[src/rtl/axi_intr_ctrl.sv]
// AXI4-Lite interrupt controller: per-source polarity and edge/level
// selection, W1C pending bits and one aggregated irq output.
module axi_intr_ctrl #(
  parameter int          C_NUM_INTR         = 1,
  parameter int          C_S_AXI_ADDR_WIDTH = 5,
  parameter bit          C_IRQ_SENSITIVITY  = 1'b0,
  parameter bit          C_IRQ_ACTIVE_STATE = 1'b1,
  parameter logic [31:0] C_MODE_RESET       = 32'hFFFF_FFFF
) (
  input  logic                          ACLK,
  input  logic                          ARESET,
  input  logic [C_NUM_INTR-1:0]         intr_in,
  input  logic [C_S_AXI_ADDR_WIDTH-1:0] S_AXI_AWADDR,
  input  logic                          S_AXI_AWVALID,
  output logic                          S_AXI_AWREADY,
  input  logic [31:0]                   S_AXI_WDATA,
  input  logic [3:0]                    S_AXI_WSTRB,
  input  logic                          S_AXI_WVALID,
  output logic                          S_AXI_WREADY,
  output logic [1:0]                    S_AXI_BRESP,
  output logic                          S_AXI_BVALID,
  input  logic                          S_AXI_BREADY,
  input  logic [C_S_AXI_ADDR_WIDTH-1:0] S_AXI_ARADDR,
  input  logic                          S_AXI_ARVALID,
  output logic                          S_AXI_ARREADY,
  output logic [31:0]                   S_AXI_RDATA,
  output logic [1:0]                    S_AXI_RRESP,
  output logic                          S_AXI_RVALID,
  input  logic                          S_AXI_RREADY,
  output logic                          irq
);
  localparam int N = C_NUM_INTR;
  localparam int AW = C_S_AXI_ADDR_WIDTH;

  function automatic logic [31:0] lane_mask(input logic [3:0] strb);
    return {{8{strb[3]}}, {8{strb[2]}}, {8{strb[1]}}, {8{strb[0]}}};
  endfunction

  function automatic logic [N-1:0] merge(input logic [N-1:0] old,
                                         input logic [31:0] data,
                                         input logic [31:0] mask);
    logic [31:0] m;
    m = (32'(old) & ~mask) | (data & mask);
    return m[N-1:0];
  endfunction

  // Offsets 0x20 and above are unmapped.
  function automatic logic in_map(input logic [AW-1:0] a);
    return (a >> 5) == '0;
  endfunction

  logic          gie;
  logic [N-1:0]  ier, mode, polarity, pending;
  logic [N-1:0]  act_p0, act_p1, evt, iar_clr, isr_set, wnb;
  logic          aw_rdy, b_vld, ar_rdy, r_vld;
  logic [1:0]    b_resp, r_resp;
  logic [31:0]   r_data, rmux, wmask;
  logic          wr_en, wr_ok, rd_en, rd_ok;
  logic [2:0]    wr_sel;
  logic          cond, cond_p1, irq_p1;
  logic          unused;

  assign wmask  = lane_mask(S_AXI_WSTRB);
  assign wnb    = S_AXI_WDATA[N-1:0] & wmask[N-1:0];
  assign wr_en  = aw_rdy & S_AXI_AWVALID & S_AXI_WVALID;
  assign wr_ok  = in_map(S_AXI_AWADDR);
  assign wr_sel = S_AXI_AWADDR[4:2];
  assign rd_en  = ar_rdy & S_AXI_ARVALID;
  assign rd_ok  = in_map(S_AXI_ARADDR);

  assign iar_clr = (wr_en && wr_ok && wr_sel == 3'd3) ? wnb : '0;
  assign isr_set = (wr_en && wr_ok && wr_sel == 3'd7) ? wnb : '0;
  assign evt     = act_p0 & (~mode | ~act_p1);
  assign cond    = gie & (|(pending & ier));

  assign S_AXI_AWREADY = aw_rdy;
  assign S_AXI_WREADY  = aw_rdy;
  assign S_AXI_BVALID  = b_vld;
  assign S_AXI_BRESP   = b_resp;
  assign S_AXI_ARREADY = ar_rdy;
  assign S_AXI_RVALID  = r_vld;
  assign S_AXI_RRESP   = r_resp;
  assign S_AXI_RDATA   = r_data;
  assign irq           = irq_p1;

  assign unused = ^{S_AXI_WDATA, S_AXI_AWADDR[1:0], S_AXI_ARADDR[1:0]};

  // Write channel: one-cycle ready pulse, response held until accepted.
  always_ff @(posedge ACLK) begin
    if (ARESET) begin
      aw_rdy <= 1'b0;
      b_vld  <= 1'b0;
      b_resp <= 2'b00;
    end else begin
      aw_rdy <= S_AXI_AWVALID & S_AXI_WVALID & ~b_vld & ~aw_rdy;
      if (wr_en) begin
        b_vld  <= 1'b1;
        b_resp <= wr_ok ? 2'b00 : 2'b10;
      end else if (S_AXI_BREADY) begin
        b_vld <= 1'b0;
      end
    end
  end

  // Software-visible configuration registers.
  always_ff @(posedge ACLK) begin
    if (ARESET) begin
      gie      <= 1'b0;
      ier      <= '0;
      mode     <= C_MODE_RESET[N-1:0];
      polarity <= '0;
    end else if (wr_en && wr_ok) begin
      case (wr_sel)
        3'd0:    gie      <= wmask[0] ? S_AXI_WDATA[0] : gie;
        3'd1:    ier      <= merge(ier, S_AXI_WDATA, wmask);
        3'd5:    mode     <= merge(mode, S_AXI_WDATA, wmask);
        3'd6:    polarity <= merge(polarity, S_AXI_WDATA, wmask);
        default: ;
      endcase
    end
  end

  // Stage p0: polarity-corrected source; p1: its one-cycle delay; pending latch.
  always_ff @(posedge ACLK) begin
    if (ARESET) begin
      act_p0  <= '0;
      act_p1  <= '0;
      pending <= '0;
    end else begin
      act_p0  <= intr_in ^ polarity;
      act_p1  <= act_p0;
      pending <= (pending & ~iar_clr) | (evt & ier) | isr_set;
    end
  end

  // Stage p1: registered irq, either level-following or rising-edge pulse.
  always_ff @(posedge ACLK) begin
    if (ARESET) begin
      cond_p1 <= 1'b0;
      irq_p1  <= ~C_IRQ_ACTIVE_STATE;
    end else begin
      cond_p1 <= cond;
      if (C_IRQ_SENSITIVITY ? (cond & ~cond_p1) : cond)
        irq_p1 <= C_IRQ_ACTIVE_STATE;
      else
        irq_p1 <= ~C_IRQ_ACTIVE_STATE;
    end
  end

  // Read data mux; IAR is write-only and ISR reads back the pending set.
  always_comb begin
    rmux = '0;
    case (S_AXI_ARADDR[4:2])
      3'd0:    rmux = {31'b0, gie};
      3'd1:    rmux = 32'(ier);
      3'd2:    rmux = 32'(act_p0);
      3'd4:    rmux = 32'(pending);
      3'd5:    rmux = 32'(mode);
      3'd6:    rmux = 32'(polarity);
      3'd7:    rmux = 32'(pending);
      default: rmux = '0;
    endcase
  end

  // Read channel: one-cycle ready pulse, data registered and held until accepted.
  always_ff @(posedge ACLK) begin
    if (ARESET) begin
      ar_rdy <= 1'b0;
      r_vld  <= 1'b0;
      r_resp <= 2'b00;
      r_data <= '0;
    end else begin
      ar_rdy <= S_AXI_ARVALID & ~r_vld & ~ar_rdy;
      if (rd_en) begin
        r_vld  <= 1'b1;
        r_resp <= rd_ok ? 2'b00 : 2'b10;
        r_data <= rd_ok ? rmux : 32'h0;
      end else if (S_AXI_RREADY) begin
        r_vld <= 1'b0;
      end
    end
  end
endmodule

[config.mk]
export PLATFORM = sky130hd
export DESIGN_NAME = axi_intr_ctrl
export DESIGN_NICKNAME = d
export VERILOG_FILES = /design/src/rtl/axi_intr_ctrl.sv
export SDC_FILE = /design/constraint.sdc
export NUM_CORES = 1
export LEC_CHECK = 0
export ABC_CLOCK_PERIOD_IN_PS = 2600
export CAP_MARGIN = 20
export CORE_UTILIZATION = 30
export DETAILED_ROUTE_END_ITERATION = 10
export PLACE_DENSITY_LB_ADDON = 0.2
export SLEW_MARGIN = 10
export SYNTH_ARGS = -nofsm -noshare
export SYNTH_HDL_FRONTEND = slang
export SYNTH_SLANG_ARGS = --single-unit
[constraint.sdc]
create_clock -name ACLK -period 2.6 [get_ports ACLK]
set_input_delay 0.52 -clock ACLK [delete_from_list [all_inputs] [get_ports ACLK]]
set_output_delay 0.52 -clock ACLK [all_outputs]
set_load 0.1 [all_outputs]
==> results_dict.tcl <==
set metrics [dict create \
    fin_cells 155 \
    finClkSkew_ns 0.00121 \
    ys_types 28 \
    start_util_pct 32.1 \
    area_growth_pct 13.7 \
    grt_pass1_vias 554 \
    die_x_um 56.5 \
    dp_hpwl_mm 1.20 \
    powerDensity_nw_per_um2 629 \
    endpoint_kind "register" \
    final_nets 179 \
    slew_viol_final 0 \
    internal_power_mw 0.295 \
    path_class "primary input to register" \
    viasPerCell 4.34 \
    hold_class "register to register" \
    synth_edf_count 0 \
    synth_area_per_cell_um2 8.83 \
    maxSlewHeadroom_pct 64.8 \
    wirelength_mm 1.53 \
    clkSinkCount 13 \
    first_iter_violations 12 \
    htreeDepth 1 \
    dieHeight_um 56.5 \
    ys_ff_latch 13 \
    root_buffer "clkbuf_4" \
    hold_viol_final 0 \
    swShare_pct 53.8 \
    antenna_found_initial 0 \
    ys_warn_count 0 \
    diodes 0 \
    cts_buffer_depth 2 \
    grt_pass1_wl_mm 2.48 \
    p_seq_share_pct 32.6 \
    ys_seq_area_share_pct 29.2 \
    antenna_left 0 \
    io_buffer_count 22 \
    holdWs_ns 0.469 \
    cts_tree "yes" \
    dr.pass1.iters 4 \
    core_um2 2780 \
    rows 19 \
    cts_buffers 3 \
    final_cell_mix "conb_1 (35), clkdlybuf4s50_1 (15), dfxtp_1 (13)" \
    fin_crit_ns 1.78 \
    ioPinCount 96 \
    fin_util_pct 36.5 \
    rsz0062_at_grt "false" \
    async_reset_ff_share_pct 0 \
    drv_cap 0 \
    finalSetupViolations 0 \
    nFillCells 301 \
    ctsResizeCount 0 \
    overflow 0 \
    wl_per_cell_um 9.86 \
    clockPowerShare_pct 19.9 \
    drive_gt1_share_pct 12.9 \
    max_freq_mhz 561 \
    drc_errors 0 \
    cts.hold.buffers_added 0 \
    p_leak_nw 0.443 \
    required_ns 2.75 \
    switchingPower_mw 0.343 \
    finalCritPeriodShare_pct 68.6 \
    mostFrequentLayoutCell "conb_1" \
    synth_cells 101 \
    clk_pin_slew_ns 0.08 \
    clk_latency_ns 0.28 \
    total_power_mw 0.638 \
    finalSetupTns_ns 0 \
    arrival_ns 1.93 \
    comb_power_share_pct 47.5 \
    cp_max_fo 4 \
    vias 673 \
    cts_setup_buffers 0 \
    netlist_area_um2 892 \
    placedCellCount 151 \
    fp.dieArea_um2 3200 \
    worstMarginPinSlew_ns 0.526 \
    synth-main-ff-cell "dfxtp_1" \
    grt_max_degree 15 \
    status "finished clean" \
    grt_usage_pct 9.95 \
    place.gp.congestion 0.810 \
    startpoint_type "primary input" \
    peakVddDrop_uv 281 \
]
[cells in the mapped netlist, types with 3 or more instances]
cell type | instances | area share [%]
buf_4 | 36 | 30
inv_1 | 4 | 1.7
nand3_1 | 3 | 1.7
mux2i_1 | 4 | 4.5
nand4_1 | 3 | 2.1
a21oi_1 | 4 | 2.2
nand2b_1 | 5 | 3.5
dfxtp_1 | 13 | 29
nand2_1 | 5 | 2.1
[routing by layer]
metal	GRT usage (%)	vias to the layer above	wire, µm
li1	-	326	-
met1	12.0	311	685
met2	15.3	34	695
met3	4.38	2	129
met4	4.18	0	19
met5	0	-	0
[area by class of cell]
class / count / area (µm²) / area share [%]
Tap cell: 31 / 38.8 / 3.82
Clock buffer: 3 / 22.5 / 2.22
Inverter: 4 / 15.0 / 1.48
Timing Repair Buffer: 22 / 203 / 20.0
Clock inverter: 1 / 5.00 / 0.493
Sequential cell: 13 / 260 / 25.6
Multi-Input combinational cell: 81 / 470 / 46.4
[cells by family after synthesis]
logic type	synth area share, %
buffers and inverters	32.4
and+or+nand+nor	18.2
DFF	29.2
AOI/OAI and AO/OA	11.8
muxes	7.01
xor gates and xnor gates	0.982
other	0.420
[power groups by stage]
stage,logic [mW],clock network [mW],registers [mW]
5_1_grt,0.311,0.140,0.208
6_report,0.303,0.127,0.208
4_1_cts,0.302,0.133,0.208
3_5_place_dp,0.302,0,0.212
2_1_floorplan,0.283,0,0.234
3_3_place_gp,0.301,0,0.212
[worst max-delay path, stage by stage]
cell	delay, ns
clkdlybuf4s50_1	0.58
mux2_2	0.39
a2111oi_4	0.36
a2111oi_2	0.09
[stage by stage]
stage	cell area [µm²]	setup WS [ns]
2_1_floorplan	1020	0.616
3_3_place_gp	987	0.536
3_5_place_dp	987	0.527
4_1_cts	1010	0.823
5_1_grt	1010	0.780
6_report	1010	0.816
[final timing paths]
| path | from | endpoint | slack (ns) | cells after the start |
|---|---|---|---|---|
| max | S_AXI_ARADDR[2] | S_AXI_RDATA[0] | 0.82 | 4 |
| min reg2reg | S_AXI_BVALID | S_AXI_AWREADY | 0.47 | 1 |
| max reg2reg | S_AXI_AWREADY | register | 1.32 | 3 |
| min | S_AXI_BVALID | S_AXI_AWREADY | 0.47 | 1 |
No activity file was read; power rests on OpenSTA's default activity.
